### src/rtl/cpu_alu_pkg.sv
// Shared ALU package.
// Holds the subtractor slice width and the state encoding used by the
// multi-precision subtract sequencer.
package cpu_alu_pkg;

  localparam int SLICE_W = 16;

  typedef enum logic [1:0] {
    SEQ_IDLE,
    SEQ_RUN,
    SEQ_DONE
  } sub_seq_state_t;

endpackage

### src/rtl/wide_sub_seq.sv
// wide_sub_seq: multi-precision subtract sequencer.
// Feeds an external 16-bit ripple subtractor one slice per cycle, LSB slice
// first, chaining each slice's borrow-out into the next slice's borrow-in, and
// assembles the W-bit difference, final borrow and zero flag.
//
// Ports:
//   clk, rst_n          clock (rising edge), asynchronous active-low reset
//   start               request, sampled only in IDLE
//   a, b, bin           minuend, subtrahend, initial borrow (latched on start)
//   busy                high whenever the sequencer is not IDLE
//   done                one-cycle pulse, diff/bo/zero valid
//   diff, bo, zero      result, final borrow-out, diff == 0
//   sub_a, sub_b        slice operands to the subtractor (0 outside RUN)
//   sub_bin             borrow-in to the subtractor (0 outside RUN)
//   sub_diff, sub_bo    combinational return from the subtractor
module wide_sub_seq
  import cpu_alu_pkg::*;
#(
  parameter int W = 64
) (
  input  logic               clk,
  input  logic               rst_n,
  input  logic               start,
  input  logic [W-1:0]       a,
  input  logic [W-1:0]       b,
  input  logic               bin,
  output logic               busy,
  output logic               done,
  output logic [W-1:0]       diff,
  output logic               bo,
  output logic               zero,
  output logic [SLICE_W-1:0] sub_a,
  output logic [SLICE_W-1:0] sub_b,
  output logic               sub_bin,
  input  logic [SLICE_W-1:0] sub_diff,
  input  logic               sub_bo
);

  localparam int N  = W / SLICE_W;
  localparam int IW = (N > 1) ? $clog2(N) : 1;
  localparam logic [IW-1:0] LAST_IDX = IW'(N - 1);

  if (W < SLICE_W || (W % SLICE_W) != 0) begin : g_bad_width
    $error("wide_sub_seq: W must be a non-zero multiple of SLICE_W");
  end

  sub_seq_state_t state;
  logic [IW-1:0]  idx;
  logic [W-1:0]   a_q;
  logic [W-1:0]   b_q;
  logic           borrow_q;
  logic [W-1:0]   diff_next;

  assign busy = (state != SEQ_IDLE);
  assign done = (state == SEQ_DONE);

  // Slice selection toward the subtractor, and the difference as it will
  // look once the current slice is merged in (used for the zero flag).
  always_comb begin
    // NOTE: every output gets a default first so no path leaves it unassigned,
    // which would otherwise infer a latch.
    sub_a     = '0;
    sub_b     = '0;
    sub_bin   = 1'b0;
    diff_next = diff;
    if (state == SEQ_RUN) begin
      sub_a   = a_q[idx*SLICE_W +: SLICE_W];
      sub_b   = b_q[idx*SLICE_W +: SLICE_W];
      sub_bin = borrow_q;
      diff_next[idx*SLICE_W +: SLICE_W] = sub_diff;
    end
  end

  always_ff @(posedge clk or negedge rst_n) begin
    if (!rst_n) begin
      // NOTE: the operand registers are ordinary flops, not a memory array, so
      // they are reset along with the rest of the datapath.
      state    <= SEQ_IDLE;
      idx      <= '0;
      a_q      <= '0;
      b_q      <= '0;
      borrow_q <= 1'b0;
      diff     <= '0;
      bo       <= 1'b0;
      zero     <= 1'b0;
    end else begin
      // NOTE: non-blocking assignments so every register samples the values
      // from before this edge, independent of statement order.
      case (state)
        SEQ_IDLE: begin
          if (start) begin
            a_q      <= a;
            b_q      <= b;
            borrow_q <= bin;
            idx      <= '0;
            state    <= SEQ_RUN;
          end
        end
        SEQ_RUN: begin
          diff     <= diff_next;
          borrow_q <= sub_bo;
          if (idx == LAST_IDX) begin
            // Top slice: final borrow and zero are taken from the merged
            // result so they are valid in the DONE cycle.
            bo    <= sub_bo;
            zero  <= (diff_next == '0);
            state <= SEQ_DONE;
          end else begin
            idx <= idx + 1'b1;
          end
        end
        SEQ_DONE: state <= SEQ_IDLE;
        default:  state <= SEQ_IDLE;
      endcase
    end
  end

endmodule

### config.mk
export PLATFORM = sky130hd
export DESIGN_NAME = wide_sub_seq
export DESIGN_NICKNAME = d
export VERILOG_FILES = /design/src/rtl/cpu_alu_pkg.sv /design/src/rtl/wide_sub_seq.sv
export SDC_FILE = /design/constraint.sdc
export NUM_CORES = 1
export LEC_CHECK = 0
export ABC_AREA = 1
export ABC_CLOCK_PERIOD_IN_PS = 3600
export CORE_UTILIZATION = 45
export CTS_BUF_LIST = sky130_fd_sc_hd__clkbuf_16
export CTS_CLUSTER_SIZE = 30
export DETAILED_ROUTE_END_ITERATION = 12
export DONT_BUFFER_PORTS = 1
export PLACE_DENSITY_LB_ADDON = 0.15
export SETUP_SLACK_MARGIN = 0.5
export SLEW_MARGIN = 0
export SYNTH_ARGS = -nofsm -noshare
export SYNTH_HDL_FRONTEND = slang
export SYNTH_SLANG_ARGS = --single-unit
export TNS_END_PERCENT = 5
### constraint.sdc
create_clock -name clk -period 3.6 [get_ports clk]
set_input_delay 0.36 -clock clk [delete_from_list [all_inputs] [get_ports clk]]
set_output_delay 0.36 -clock clk [all_outputs]
set_load 0.05 [all_outputs]
* Word-level counts from Yosys, hierarchy flattened
Cells that the tools add are included.
** Storage, ports and cells
- Bits in registers :: 199
- Input bits :: 149
- Word-level logic and storage cells :: 42
** Cells by class
- Reduce and logical (&&, ||, !) cells :: 9
- Add/subtract/negate cells :: 2
- Equal/unequal tests :: 6
- Shift operators :: 4
- Mux-type cells :: 13
** Operators by type and width (number)
- variable part select 64 x 7 -> 16 bit :: 2
- bitwise mux 64 bit :: 1
- logical NOT 64 bit :: 1
- two-way mux 64 bit :: 1
- variable shift 16 x 34 -> 64 bit (first input constant) :: 1
- variable part select 16 x 34 -> 64 bit :: 1
- negation 6 -> 34 bit :: 1
- two-way mux 16 bit :: 2
- two-way mux 2 bit :: 4
- case mux 2 bit (2 select lines) :: 2
- AND reduction 2 bit :: 4
- equality test 2 bit (second input constant) :: 2
- != test 2 bit (second input constant) :: 2
- nonzero test 2 bit :: 2
- AND reduction 3 bit :: 1
- adder 2 x 1 -> 2 bit (second input constant) :: 1
- equality test 2 x 1 -> 1 bit (second input constant) :: 1
- logical NOT 2 bit :: 1
- two-way mux 1 bit :: 2
- != test 2 x 1 -> 1 bit (second input constant) :: 1
- case mux 1 bit (2 select lines) :: 1

* Longest topological paths before layout
Gate-level depths: netlist of run 1.
- Depth in word-level cells :: 5
- Mapped depth :: 18
- Depth with buffers taken out :: 14

* Least setup slack after synthesis of run 1
No wires, ideal clock.
- Kind :: register to register
- Start point :: register idx[0]
- End point :: register zero
- Cell stages (with the launch flop) :: 19
- Period minus slack after synthesis :: 2.452 ns
- Arrival :: 2.335 ns
- Setup time :: 0.118 ns
- Setup slack :: 1.148 ns
- Path through :: dfrtp_1 > inv_2 > buf_4 > buf_2 > clkbuf_1 > ha_1 > nor2_1 > inv_1 > nor2_4 > buf_6 > nand2_1 > nand2_1 > nor2_1 > nand2_1 > nor2_1 > nand2_1 > nor2_1 > nand2_1 > nand2_1
** On the way
- Longest elaborated chain between the ends :: 5
- Elaborated cells on any way between the ends :: 8
- Classes of those cells :: add/sub: 1; eq/ne: 1; shift: 2; mux: 2; reduce/logical: 2
** RTL lines
- start, declared :: line wide_sub_seq.sv:48 : logic [IW-1:0] idx;
- start signal, assigned :: line wide_sub_seq.sv:109 : idx <= idx + 1'b1;
- negation 6 -> 34 bit :: line wide_sub_seq.sv:70 : diff_next[idx*SLICE_W +: SLICE_W] = sub_diff;
- variable part select 16 x 34 -> 64 bit / variable shift 16 x 34 -> 64 bit (equally long branches) :: line wide_sub_seq.sv:70
- bitwise mux 64 bit :: line wide_sub_seq.sv:70
- two-way mux 64 bit :: line wide_sub_seq.sv:66 : if (state == SEQ_RUN) begin
- logical NOT 64 bit :: line wide_sub_seq.sv:106 : zero <= (diff_next == '0);
- end signal, assigned :: line wide_sub_seq.sv:106
- end, declared :: line wide_sub_seq.sv:31 : output logic zero,
Parallel ways exist; a longest one is shown, timed or not.
A chain may end at the register's enable or synchronous reset.

* Worst setup path in the final report of run 1
- Start point :: register idx[0]
- End point :: output port sub_b[1]
** On the way
- Longest elaborated chain between the ends :: 2
** RTL lines
- variable part select 64 x 7 -> 16 bit :: line wide_sub_seq.sv:68 : sub_b = b_q[idx*SLICE_W +: SLICE_W];
- two-way mux 16 bit :: line wide_sub_seq.sv:66
- end, declared :: line wide_sub_seq.sv:33 : output logic [SLICE_W-1:0] sub_b,
No other way between the ends.

==> results of run 1 <==
## power by group
group          switching (mW)  internal [mW]  total (mW)
sequential               1.54           3.18        4.73
combinational            3.61           1.53        5.14
clock                   0.888          0.969        1.86
## synth_stat cells, types with 7 or more instances
| cell | instances | share of area, % |
|---|---|---|
| nor3_1 | 7 | 0.38 |
| inv_1 | 35 | 1.4 |
| dfrtp_1 | 199 | 53 |
| o21ai_0 | 73 | 3.9 |
| nor2_1 | 196 | 7.9 |
| buf_1 | 12 | 0.48 |
| a21oi_1 | 32 | 1.7 |
| buf_6 | 7 | 0.85 |
| nand2_1 | 590 | 24 |
| clkbuf_1 | 26 | 1.0 |
| nand3_1 | 7 | 0.38 |
| buf_2 | 20 | 1.1 |
## timing repair
item	4_1_cts	5_1_grt
buffers inserted	0	0
hold endpoints to repair	199	199
endpoints found under the setup margin	0	0
## flip-flops by register name, indices dropped and copies added (netlist names)
| name | flops |
|---|---|
| bo | 1 |
| state | 2 |
| a_q | 64 |
| diff | 64 |
| idx | 2 |
| borrow_q | 1 |
| b_q | 64 |
| zero | 1 |
## final cells by class
type	count	area (sq um)	share of cell area (%)
Clock buffer	17	425	4.16
Clock inverter	14	139	1.36
Inverter	40	154	1.51
Multi-Input combinational cell	938	3860	37.8
Sequential cell	199	4980	48.8
Tap cell	270	338	3.31
Timing Repair Buffer	43	323	3.16
## per-layer routing
metal  vias up  wire (microns)
li1       3813               -
met1      3523           10800
met2       232           11700
met3        37            1850
met4         0             666
met5         -               0
## through the flow
stage / utilization [%] / total power [mW]
after detailed placement: 47.6 / 9.93
after floorplan: - / 8.55
final: 50.3 / 11.7
after global routing: 50.3 / 12.6
after global placement: 47.6 / 9.89
after CTS: 50.3 / 11.8
## logic make-up (layout without fill, tap and decap cells)
kind of cell / after synthesis / after routing / synth area share, %
AND/OR/NAND/NOR: 815 / 815 / 34.0
flip-flops: 199 / 199 / 53.4
AO/OA/AOI/OAI: 117 / 117 / 6.46
buffers and inverters: 107 / 114 / 5.25
adder cells (fa/ha/maj): 6 / 6 / 0.806
## worst max-delay path, delay by kind of cell, from the launching register on
kind                   cells  cell delay [ps]
DFF                        1              410
AOI/OAI and AO/OA          2              490
buffers and inverters      3             1120
## worst min path at each step
stage	startpoint	end	cells past startpoint
2_1_floorplan	rst_n	a_q[0]$_DFFE_PN0P_	0
3_3_place_gp	rst_n	diff[11]$_DFFE_PN0P_	0
3_5_place_dp	rst_n	diff[11]$_DFFE_PN0P_	0
4_1_cts	rst_n	diff[37]$_DFFE_PN0P_	0
5_1_grt	rst_n	diff[11]$_DFFE_PN0P_	0
6_report	rst_n	diff[35]$_DFFE_PN0P_	0
==> reports/results.ini, run 1 <==
[run_status]
status = finished, violations left
violations = hold timing

[timing]
fin_tns_setup_ps = 0
setup_violations = 0
period_minus_slack_ps = 2840
tightest_slew_ps = 1200
fin_worst_skew_ps = 11.2
setup_slack_ps = 764
maxSlewViolCount = 0
relSlewSlack_pct = 20.2
fmax_ghz = 0.353
timing.final.crit_share_pct = 78.8
whs_ps = -376
rsz0062_at_grt = false
hold_viol = 199

[global_routing]
grtUsageMet1_pct = 32.6
global_route.usage.met3_pct = 6.14
top_usage_layer = met2
overflow = 0
grt_first_pass_wirelength_mm = 39.9
grt_use_total_pct = 24.2
grt_max_degree = 200
grt_pass1_vias = 7302
use_met2_pct = 37.3
antenna_found_initial = 0

[layout]
layout_common_cells = nand2_1 (589), dfrtp_1 (198), nor2_1 (196)
area_growth_pct = 9.64
fin_cells = 1521
antenna_cells = 0
fin_nets = 1394
fillCellCount = 2126
fin_area_sq_um = 10200
drive_gt1_share_pct = 7.51
mostFrequentLayoutCell = nand2_1

[synth]
syn_nets = 1399
yosys_warnings = 0
syn_avg_cell_area_sq_um = 7.49
ys_ff_latch = 199
synth_edf_count = 0
seq_area_frac_synth_pct = 53.4
synthFlopType = dfrtp_1
syn_inst = 1244
synth_area_sq_um = 9320
synth_cell_types = 30
synthArstFlopShare_pct = 100

[clocking]
clockBufferDepth = 2
cts_buffers = 17
cts_tree = built
cts_sinks = 199
clk_pin_slew_worst_paths_ps = 80
clkLatencyLatePin_ps = 440
ctsResizeCount = 0
root_buffer = clkbuf_16
h-tree-depth = 4

[worst_setup_path]
cp.arrival_ps = 2480
path_max_fanout = 64
path_class = reg2out
cp-endpoint = sub_b[1]
startpoint = idx[0]$_DFFE_PN0P_
rr_startpoint = idx[1]$_DFFE_PN0P_
r2r_end = zero$_DFFE_PN0P_
cp_common_cell = buf_4
endpoint_kind = output port
cp.required_ps = 3240
path_cells = inv_2, buf_4, o21ai_0, a21oi_1, buf_4
startpoint_type = register
r2r_cells = 13
crit_slowest_cell = buf_4
cp_slowest_stage_delay_ps = 590
rrSetupSlack_ps = 960

[drt]
post-route-drc-count = 0
wl_per_cell_microns = 16.4
num_vias = 7605
dr.pass1.iters = 5
ant_nets = 0
drt_iter0_markers = 533
drt-total-wl_mm = 25.0
vias_per_cell = 5.00

[die]
die_w_microns = 146
start_util_pct = 45.9
io_pins = 250
die_area_sq_um = 21300
row_count = 52
die_y_microns = 146
coreArea_sq_um = 20300

[placement]
place_congestion = 0.893
place_inst = 1490
port_buffers = 0
dp_worst_setup_slack_ps = 920
place_area_sq_um = 9650
dp_hpwl_mm = 17.0

[power_and_ir_drop]
p_leak_nw = 5.50
p_per_area_nw_per_um2 = 1150
ir_drop_v = 0.000621

[flow_run]
maxCapViolations = 0

[hold_path]
hold_class = in2async

No activity file was read; power rests on OpenSTA's default activity.
==> run 2: changes to the inputs <==
--- a/config.mk
+++ b/config.mk
@@ -6,7 +6,7 @@
 export NUM_CORES = 1
 export LEC_CHECK = 0
 export ABC_AREA = 1
-export ABC_CLOCK_PERIOD_IN_PS = 3600
+export ABC_CLOCK_PERIOD_IN_PS = 2500
 export CORE_UTILIZATION = 45
 export CTS_BUF_LIST = sky130_fd_sc_hd__clkbuf_16
 export CTS_CLUSTER_SIZE = 30
==> constraint.sdc (replaced) <==
create_clock -name clk -period 2.5 [get_ports clk]
set_input_delay 0.25 -clock clk [delete_from_list [all_inputs] [get_ports clk]]
set_output_delay 0.25 -clock clk [all_outputs]
set_load 0.05 [all_outputs]
==> run 2 against run 1 <==
- the flow still finishes with violations (hold timing)
- via count up 14%
- worst hold slack lost 120 ps
- combinational power grew 86%
- cell count rose by 12%
- critical path type unchanged
==> reports/results.ini, run 2 (synthesis results as in run 1) <==
[clocking]
clockBufferDepth = 2  ; unchanged
root_buffer = clkbuf_16
h-tree-depth = 4  ; unchanged
clkLatencyLatePin_ps = 440  ; about the same
clk_pin_slew_worst_paths_ps = 80  ; about the same
cts_buffers = 17  ; unchanged
cts_sinks = 199  ; unchanged
cts_tree = built

[drt]
drt_iter0_markers = 554  ; +3.9%
post-route-drc-count = 0  ; unchanged
dr.pass1.iters = 5  ; unchanged
wl_per_cell_microns = 17.6  ; +7.5%
num_vias = 8682  ; +14%
drt-total-wl_mm = 30.0  ; +20%
ant_nets = 0  ; unchanged
vias_per_cell = 5.11  ; +2.1%

[timing]
fin_tns_setup_ps = 0  ; unchanged
whs_ps = -495  ; -119 ps
rsz0062_at_grt = true
timing.final.crit_share_pct = 86.7
period_minus_slack_ps = 2170
relSlewSlack_pct = 62.4  ; +42 points
fmax_ghz = 0.462
setup_violations = 0  ; unchanged
setup_slack_ps = 334  ; -430 ps
hold_viol = 199  ; unchanged
maxSlewViolCount = 0  ; unchanged
fin_worst_skew_ps = 10.6  ; -0.600 ps
tightest_slew_ps = 564  ; -633 ps

[worst_setup_path]
critPathTopFamily = buffers and inverters
cp-endpoint = sub_b[10]
rrSetupSlack_ps = 430  ; -530 ps
path_class = reg2out
cp.required_ps = 2250  ; -990 ps
endpoint_kind = output port
r2r_end = zero$_DFFE_PN0P_
cp_slowest_stage_delay_ps = 450  ; -140 ps
cp.arrival_ps = 1920  ; -560 ps
cp_common_cell = buf_6
critPathBufInv = 5  ; +2
crit_slowest_cell = dfrtp_2
crit_cells = 9  ; +4
rr_startpoint = idx[0]$_DFFE_PN0P_
path_cells = buf_6, buf_6, buf_16, buf_12, nor2_2, nor2_1, o21ai_1, a21oi_1, buf_4
r2r_cells = 14  ; +1
path_max_fanout = 8  ; -88%
startpoint = idx[0]$_DFFE_PN0P_
startpoint_type = register

[die]
die_area_sq_um = 21300  ; unchanged
coreArea_sq_um = 20300  ; unchanged
die_w_microns = 146  ; unchanged
row_count = 52  ; unchanged
die_y_microns = 146  ; unchanged
start_util_pct = 45.9  ; unchanged
io_pins = 250  ; unchanged

[placement]
dp_hpwl_mm = 17.7  ; +4.1%
place_congestion = 0.905  ; +1.3%
dp_worst_setup_slack_ps = 241  ; -678 ps
place_inst = 1495  ; +0.34%
port_buffers = 0  ; unchanged

[global_routing]
grt_use_total_pct = 28.6  ; +4.4 points
overflow = 0  ; unchanged
grt_max_degree = 200  ; unchanged
grt_first_pass_wirelength_mm = 46.9  ; +17%
antenna_found_initial = 0  ; unchanged
grt_pass1_vias = 8785  ; +20%

[layout]
layout_common_cells = nand2_1 (586), dfrtp_1 (197), nor2_1 (176)
area_growth_pct = 34.9
drive_gt1_share_pct = 12.0  ; +4.5 points
antenna_cells = 0  ; unchanged
fin_nets = 1572  ; +13%
fin_cells = 1700  ; +12%
reg_top3 = a_q: 64 flops, b_q: 64 flops, diff: 64 flops
mostFrequentLayoutCell = nand2_1

[run_status]
violations = hold timing
status = finished, violations left

[power_and_ir_drop]
total_power_mw = 19.2  ; +64%
ir_drop_v = 0.000927  ; +49%
p_leak_nw = 6.49  ; +18%
p_per_area_nw_per_um2 = 1530  ; +33%

[hold_path]
hold_class = in2async

[flow_run]
maxCapViolations = 0  ; unchanged

run 2: changes by cell type in the layout (fill, tap and decap cells not counted), moves of 5 or more:
cell	before	now
buf_12	0	11
o21ai_2	2	7
nor2_4	3	9
buf_6	0	6
o21ai_1	6	30
o21ai_0	73	44
buf_16	0	11
a21oi_1	32	27
nor2_2	1	15
dlygate4sd3_1	0	139
a21oi_2	0	5
nor2_1	196	176
run 2: what timing repair did:
| item | CTS | global route |
|---|---|---|
| pin swaps | 24 | 23 |
| gates resized for setup | 59 | 55 |
| gates cloned | 10 | 3 |
| hold buffers | 138 | 1 |
| endpoints found under the hold margin | 337 | 200 |
| endpoints found under the setup margin | 57 | 103 |
| setup buffers | 18 | 3 |
run 2: through the flow:
stage / area [sq um] / util, %
final: 12600 / 61.9
after detailed placement: 9790 / 48.2
after global routing: 12600 / 61.9
after floorplan: 9380 / -
after CTS: 12300 / 60.7
after global placement: 9790 / 48.2
run 2: power breakdown:
group | switching (mW) | leakage, nW | total [mW] | internal (mW)
clock | 1.32 | 0.281 | 2.72 | 1.40
combinational | 5.99 | 3.66 | 9.57 | 3.58
sequential | 2.31 | 2.55 | 6.90 | 4.59
run 2: how the worst min path moves through the flow:
stage	from	to	cells after the start
floorplan	rst_n	a_q[0]$_DFFE_PN0P_	0
global placement	rst_n	diff[11]$_DFFE_PN0P_	0
detailed placement	rst_n	diff[11]$_DFFE_PN0P_	0
CTS	rst_n	diff[11]$_DFFE_PN0P_	0
global route	rst_n	diff[11]$_DFFE_PN0P_	0
finish	rst_n	diff[11]$_DFFE_PN0P_	0
run 2: cell type report:
type                    instances  area [sq um]
repair inverters                1          8.76
clock inverters                15           145
repair buffers                220          2460
multi-input cells             938          4040
well taps                     270           338
inverters                      40           173
clock buffers                  17           425
fillers                      1778          7730
flip-flops and latches        199          4980
run 2: metal layers:
| metal | routed length (microns) | GRT usage, % | part of all wire, % |
|---|---|---|---|
| met5 | 0 | 0 | 0 |
| met4 | 1030 | 12.9 | 3.4 |
| met3 | 2100 | 7.18 | 7.0 |
| met2 | 14400 | 46.3 | 48 |
| met1 | 12500 | 36.1 | 42 |
